File: src/rtl/dac_sample_feeder.sv
// dac_sample_feeder: FIFO-buffered DAC sample scheduler issuing one serializer transfer per rate tick.
// Optional build macro DAC_SAMPLE_FEEDER_HOLD_EN: an empty-FIFO tick reissues the last issued sample.
module dac_sample_feeder #(
  parameter int DEPTH    = 8,
  parameter int RATE_DIV = 64
) (
  input  logic                     clk,
  input  logic                     rst_n,
  input  logic                     s_valid,
  output logic                     s_ready,
  input  logic                     s_chan,
  input  logic [11:0]              s_data,
  input  logic                     drv_ready,
  output logic                     drv_go,
  output logic                     drv_dac_sel,
  output logic [11:0]              drv_data,
  output logic                     underrun,
  output logic                     late_err,
  output logic [$clog2(DEPTH):0]   level
);

  localparam int AW = $clog2(DEPTH);
  localparam int LW = AW + 1;
  localparam int CW = $clog2(RATE_DIV);

  typedef enum logic [1:0] {IDLE, PEND, BUSY} state_t;

  state_t        state;
  state_t        state_next;
  logic [12:0]   mem [DEPTH];
  logic [12:0]   head;
  logic [AW-1:0] wr_ptr;
  logic [AW-1:0] rd_ptr;
  logic [CW-1:0] tick_cnt;
  logic          tick;
  logic          pend_tick;
  logic          push;
  logic          pop;
  logic          empty;
  logic          clear_pend;
  logic          tick_taken;

  assign empty   = (level == '0);
  assign s_ready = (level != LW'(DEPTH));
  assign push    = s_valid && s_ready;
  assign head    = mem[rd_ptr];
  assign tick    = (tick_cnt == CW'(RATE_DIV - 1));

  always_ff @(posedge clk) begin
    if (push) begin
      mem[wr_ptr] <= {s_chan, s_data};
    end
  end

  always_ff @(posedge clk or negedge rst_n) begin
    if (!rst_n) begin
      wr_ptr <= '0;
      rd_ptr <= '0;
      level  <= '0;
    end else begin
      if (push) wr_ptr <= wr_ptr + 1'b1;
      if (pop)  rd_ptr <= rd_ptr + 1'b1;
      case ({push, pop})
        2'b10:   level <= level + 1'b1;
        2'b01:   level <= level - 1'b1;
        default: level <= level;
      endcase
    end
  end

  always_ff @(posedge clk or negedge rst_n) begin
    if (!rst_n) begin
      tick_cnt <= '0;
    end else if (tick) begin
      tick_cnt <= '0;
    end else begin
      tick_cnt <= tick_cnt + 1'b1;
    end
  end

  // A tick seen in IDLE with data ready is consumed directly, giving one cycle of tick-to-go latency.
  always_ff @(posedge clk or negedge rst_n) begin
    if (!rst_n) begin
      pend_tick <= 1'b0;
      late_err  <= 1'b0;
    end else if (tick && !tick_taken) begin
      pend_tick <= 1'b1;
      if (pend_tick && !clear_pend) late_err <= 1'b1;
    end else if (clear_pend) begin
      pend_tick <= 1'b0;
    end
  end

  always_ff @(posedge clk or negedge rst_n) begin
    if (!rst_n) begin
      drv_dac_sel <= 1'b0;
      drv_data    <= '0;
    end else if (pop) begin
      drv_dac_sel <= head[12];
      drv_data    <= head[11:0];
    end
  end

  always_ff @(posedge clk or negedge rst_n) begin
    if (!rst_n) state <= IDLE;
    else        state <= state_next;
  end

  always_comb begin
    state_next = state;
    case (state)
      IDLE: begin
        if ((pend_tick || tick) && !empty) state_next = PEND;
`ifdef DAC_SAMPLE_FEEDER_HOLD_EN
        else if (pend_tick)                state_next = PEND;
`endif
      end
      PEND:    if (drv_ready)  state_next = BUSY;
      BUSY:    if (!drv_ready) state_next = IDLE;
      default: state_next = IDLE;
    endcase
  end

  always_comb begin
    pop        = 1'b0;
    underrun   = 1'b0;
    clear_pend = 1'b0;
    tick_taken = 1'b0;
    drv_go     = 1'b0;
    case (state)
      IDLE: begin
        clear_pend = pend_tick;
        if ((pend_tick || tick) && !empty) begin
          pop        = 1'b1;
          tick_taken = !pend_tick;
        end else if (pend_tick) begin
          underrun = 1'b1;
        end
      end
      PEND:    drv_go = drv_ready;
      default: ;
    endcase
  end

endmodule

File: config.mk
export PLATFORM = sky130hd
export DESIGN_NAME = dac_sample_feeder
export DESIGN_NICKNAME = d
export VERILOG_FILES = /design/src/rtl/dac_sample_feeder.sv
export SDC_FILE = /design/constraint.sdc
export NUM_CORES = 1
export LEC_CHECK = 0
export CORE_ASPECT_RATIO = 1.4
export CORE_UTILIZATION = 25
export DETAILED_ROUTE_END_ITERATION = 12
export PLACE_DENSITY_LB_ADDON = 0.15
export SLEW_MARGIN = 20
export SYNTH_ARGS = -nofsm -noshare
export SYNTH_HDL_FRONTEND = slang
export SYNTH_SLANG_ARGS = --single-unit
File: constraint.sdc
create_clock -name clk -period 2.5 [get_ports clk]
set_input_delay 0.25 -clock clk [delete_from_list [all_inputs] [get_ports clk]]
set_output_delay 0.25 -clock clk [all_outputs]
set_load 0.01 [all_outputs]
==> flow_metrics.py <==
metrics = {
    "placement": {
        "dp.final_hpwl_mm": 6.565,
        "port_buffers": 37,
        "gp_congestion": 0.7062,
    },
    "logic_synthesis": {
        "synth_fp_nets": 296,
        "ys_seq_area_share_pct": 71.81,
        "synth-main-ff-cell": "edfxtp_1",
        "synth_largest_area_cell": "edfxtp_1",
        "synth_area_mm2": 0.005499,
        "syn_inst": 273,
        "synthArstFlopShare_pct": 24.09,
        "ys_types": 35,
        "yosys-top-cells-area": "edfxtp_1 57%, dfrtp_1 15%, mux4_1 9.1%",
        "synth_top_area_share_pct": 56.79,
        "yosys_warnings": 0,
        "avgSynthCellArea_um2": 20.14,
        "synth_enable_flop_cells": 104,
        "ys_ff_latch": 137,
    },
    "worst_setup_path": {
        "reg2reg_depth": 9,
        "reg2reg_to": "level[2]",
        "crit_path_max_fanout": 7,
        "end_kind": "register",
        "startpoint_type": "register",
        "path_class": "register to register",
        "rrSetupSlack_ns": 0.23,
        "r2r-start": "level[0]",
        "worstPathArrival_ns": 2.56,
        "critPathRequiredTime_ns": 2.79,
    },
    "timing": {
        "slew_violations": 0,
        "skew_ns": 0.009416,
        "setup_viol": 0,
        "tightestPinTransition_ns": 0.8417,
        "tns_ns": 0,
        "min_period_over_period_pct": 90.84,
        "finalHoldViolations": 0,
        "hold_slack_ns": 0.4171,
        "rsz0062_at_grt": "false",
        "max_freq_ghz": 0.4403,
        "relSlewSlack_pct": 43.89,
        "timing.final.crit_period_ns": 2.271,
    },
    "global_routing": {
        "grtUsageTotal_pct": 10.70,
        "antenna_found_initial": 0,
        "grt_pass1_wl_mm": 17.04,
        "grt.overflow.total": 0,
        "grt_pass1_vias": 2791,
        "grt_max_degree": 34,
    },
    "clock_tree": {
        "h-tree-depth": 4,
        "cts_root_buf": "clkbuf_16",
        "clock_path_buffers": 2,
        "cts.sinks": 137,
        "clkTransAtPathRegs_ns": 0.06,
        "cts_tree": "yes",
        "post_cts_buffers": 0,
        "worstSkewPairLatency_ns": 0.41,
        "cts-buffers-inserted": 17,
    },
    "worst_hold_path": {
        "hp-start": "drv_ready",
        "hold_path_class": "input pin to register",
        "min_to": "state[1]",
        "min_path_cells": 3,
    },
    "cells_and_area": {
        "area_growth_pct": 25.19,
        "fin_nets": 358,
        "drive_gt1_share_pct": 26.44,
        "nFillCells": 2048,
        "seqCellArea_mm2": 0.003950,
        "multi_input_area_mm2": 0.001504,
        "diodes": 0,
    },
    "floorplanning": {
        "core_mm2": 0.02136,
        "die_x_um": 127.3,
        "start_util_pct": 25.74,
        "die_h_um": 177.5,
        "die_area_mm2": 0.02260,
        "io_pins": 38,
        "fp-row-count": 63,
    },
    "detailed_routing": {
        "first_pass_iters": 4,
        "routed_wirelength_mm": 11.06,
        "drt_iter0_markers": 113,
        "wl_per_cell_um": 17.28,
        "post-route-drc-count": 0,
        "vias": 2645,
        "ant_nets": 0,
        "routed_via_density": 4.133,
    },
    "outcome": {
        "outcome": "finished clean",
    },
    "job": {
        "drv_cap": 0,
    },
    "power_and_ir_drop": {
        "powerDensity_mw_per_mm2": 863.3,
        "ir_drop_uv": 419.5,
        "power_leakage_nw": 2.405,
    },
}
==> cells in the mapped netlist (2+ instances only) <==
cell	instances
edfxtp_1	104
clkbuf_1	3
and3_1	3
dfrtp_1	33
nor3_1	3
buf_2	2
nand3_1	5
xor2_1	7
mux4_2	7
nand2_1	5
nor2b_1	2
xnor2_1	5
mux4_1	19
nor2_1	12
mux2_2	22
mux2_4	7
ha_1	6
buf_6	4
nand2b_1	6
a21oi_1	3
==> worst max-delay path, cell delays in order, from the launching register on <==
cell and delay, ns:
dfrtp_2 0.46, or4b_4 0.59, nand2_2 0.16, ha_4 0.18
xor2_1 0.07, ha_1 0.17, a21oi_1 0.15, xor2_1 0.16
nor2_1 0.06, xor2_1 0.14
==> cells by family after synthesis <==
kind of cell	synth area share, %
compound gates	1.069
xor+xnor	1.911
fa+ha+maj	1.365
buf+inv	1.479
flops	71.81
mux	18.36
simple gates	4.005
==> power breakdown <==
group	internal (W)	total [W]	leakage [nW]	switching, W
registers	0.00276	0.00290	1.37	0.000136
logic	0.000319	0.000703	0.767	0.000384
clock network	0.00131	0.00234	0.264	0.00103
total	0.00439	0.00594	2.41	0.00155
==> per-stage QoR <==
step	power, W	area, um^2	utilization, %	cells	setup WS (ns)
floorplan	0.003297	5519	-	273	0.01766
CTS	0.006034	6873	32.17	640	0.1505
finish	0.005943	6884	32.23	640	0.2290
global route	0.006200	6884	32.23	640	0.05854
global placement	0.003652	6310	29.54	607	0.2044
detailed placement	0.003667	6310	29.54	607	0.1611
==> layout make-up <==
cell class                      count  area share (%)
Clock inverter                     14           1.799
Inverter                            1         0.05453
Tap cell                          292           5.307
Multi-Input combinational cell    124           21.85
Clock buffer                       18           6.234
Timing Repair Buffer               54           7.379
Sequential cell                   137           57.38
==> how the worst max path moves through the flow <==
stage / to / from / slack [ns] / depth (start not counted)
after floorplan: level[2] / tick_cnt[0] / 0.02 / 13
after global placement: level[2] / level[0] / 0.20 / 9
after detailed placement: level[2] / level[0] / 0.16 / 9
after CTS: level[2] / level[0] / 0.15 / 9
after global routing: level[2] / level[0] / 0.06 / 9
final: level[2] / level[0] / 0.23 / 9
==> registers in the layout, summed over array words and instances, names as in the netlist <==
| name | flops |
|---|---|
| wr_ptr | 3 |
| level | 4 |
| drv_data | 12 |
| late_err | 1 |
| rd_ptr | 3 |
| tick_cnt | 6 |
| mem | 104 |
| state | 2 |
| pend_tick | 1 |
| drv_dac_sel | 1 |
==> placed cells by master, fill, tap and decap left out, types with 3 or more instances in the layout <==
cell and n:
and3_1 3, dfrtp_1 32, xor2_1 7, nand2b_1 6, nand3_1 5, mux4_1 19, mux2_2 22, inv_6 8
nand2_1 4, xnor2_1 5, a21oi_1 3, ha_1 5, mux4_2 7, clkinvlp_4 3, clkdlybuf4s50_1 36, clkbuf_16 17
nor2_1 12, buf_4 15, mux2_4 7, edfxtp_1 104
==> what timing repair did <==
item / CTS / global route
hold buffers: 1 / 0
setup endpoints to repair: 0 / 1
endpoints found under the hold margin: 33 / 0
gates resized for setup: 0 / 2
==> per-layer routing <==
layer	wire length (um)	part of all wire, %	up-vias	global-route usage [%]
met5	0	0	-	0
met4	177	1.6	0	4.514
met3	330	3.0	8	2.743
met2	5579	50	47	17.90
met1	4971	45	1362	13.03
li1	-	-	1228	-
No activity file was read; power rests on OpenSTA's default activity.
==> variant, RTL diff (same flow settings) <==
Encoding of `state_t`: now one-hot (3 bits for 3 states).
--- a/src/rtl/dac_sample_feeder.sv
+++ b/src/rtl/dac_sample_feeder.sv
@@ -24,5 +24,5 @@
   localparam int CW = $clog2(RATE_DIV);
 
-  typedef enum logic [1:0] {IDLE, PEND, BUSY} state_t;
+  typedef enum logic [2:0] {IDLE = 3'b001, PEND = 3'b010, BUSY = 3'b100} state_t;
 
   state_t        state;
Function: no difference found for any inputs over 10 cycles, from zero or initial values and one cycle with rst_n low; not proved beyond that.
==> variant against the original RTL <==
- wire length increased by 0.14%
- sequential share of layout area shrank 0.56 points
- non-clock buffer count increased by 2
- sequential cell count grew 1
- first-iteration DRC count fell by 17%
- cell area up 1.6%
- clock power up 7%
- worst setup slack got worse by 50 ps
- cell count up 2.2%
- total power grew 3.3%
- area after synthesis increased by 1.1%
- critical path type is now reg2out
- largest cell class unchanged
==> variant: results (changes against the original RTL) <==
| Metric | Value |
|---|---|
| Status | `completed` |
| Iteration-0 DRC Markers | `94 (-17%)` |
| Crit path DAT | `2070 ps (-490 ps)` |
| Worst Skew | `8.25 ps (-1.16 ps)` |
| Clock Power Share | `0.408 (+0.014)` |
| Post-synth ARST share | `0.246 (+0.00550)` |
| First-pass GRT wire length | `17000 um (about the same)` |
| Adder-cell area share of the yosys netlist | `0.0135 (-0.000151)` |
| Area contributors post-synth | `edfxtp_1 56%, dfrtp_1 15%, mux4_1 9.0%, mux2_2 4.7%, mux4_2 2.8%` |
| Largest net degree at the start of global routing | `35 (+2.9%)` |
| Synth unique cells | `36 (+2.9%)` |
| Register area share after synthesis | `0.715 (-0.00319)` |
| Setup slack at placement | `133 ps (-28.4 ps)` |
| Multiplexer area fraction after synthesis | `0.181 (-0.00270)` |
| Share of post-route cells with drive strength above 1 | `0.266 (+0.00174)` |
| DP Area | `6380 um2 (+1.1%)` |
| Pleak | `2.49 nW (+3.3%)` |
| Post-DP HPWL | `6540 um (-0.32%)` |
| Compound-Gate Fraction of Synth Area | `0.0146 (+0.00393)` |
| Mapped Avg Cell Area | `19.9 um2 (-1.4%)` |
| GRT Total Usage | `0.106 (-0.00133)` |
| Vias in the first global route | `2829 (+1.4%)` |
| Syn nets | `303 (+2.4%)` |
| Crit-path max FO | `6 (-1)` |
| Fin cells | `654 (+2.2%)` |
| Cell Count Post-Placement | `621 (+2.3%)` |
| P_comb | `0.000729 W (+3.7%)` |
| Via count | `2730 (+3.2%)` |
| Wire per inst | `16.9 um (-2.0%)` |
| Reg2reg start | `state[0]` |
| Filler cells | `2136 (+4.3%)` |
variant: cell types whose count changed in the layout (fill, tap and decap cells not counted), sizes merged, moves of 2 or more:
cell | unedited run | this run
clkinv | 1 | 6
o21ai | 1 | 3
inv | 11 | 0
bufinv | 0 | 3
clkbuf | 18 | 20
buf | 17 | 19
a21oi | 3 | 5
variant: critical path: cells and delay by family (launching register included):
| kind | cells | cell delay (ps) |
|---|---|---|
| AND/OR/NAND/NOR | 1 | 590 |
| buffers and inverters | 2 | 630 |
| flip-flops | 1 | 440 |
variant: metal layers:
| layer | GRT usage | wire [um] |
|---|---|---|
| met1 | 0.131 | 5070 |
| met2 | 0.174 | 5550 |
| met3 | 0.0288 | 311 |
| met4 | 0.0426 | 138 |
| met5 | 0 | 0 |
variant: layout make-up:
cell class	instances	area, um2	area share
clock buffer	20	447	0.0639
timing repair buffer	56	510	0.0730
multi-input combinational	131	1540	0.221
clock inverter	12	149	0.0213
tap	297	372	0.0531
sequential	138	3980	0.568
variant: final timing paths:
kind,end,cells after the start,slack (ps)
setup / recovery,s_ready,3,180
hold / removal,state[2],3,470
setup reg to reg,level[2],10,190
hold reg to reg,late_err,1,470
max in group asynchronous,drv_data[11],2,1430
min in group asynchronous,drv_data[4],2,500
variant: timing repair:
action | 4_1_cts | 5_1_grt
endpoints found under the setup margin | 0 | 2
gates resized for setup | 0 | 3
hold buffers | 1 | 0
endpoints found under the hold margin | 7 | 0
variant: kinds of logic (layout without fill, tap and decap cells):
kind of cell             after synthesis  in the layout
flip-flops                           138            138
adder cells (fa/ha/maj)                6              6
AO/OA/AOI/OAI                         13             13
XOR/XNOR                              11             11
AND/OR/NAND/NOR                       46             46
buffers and inverters                 11             88
multiplexers                          55             55
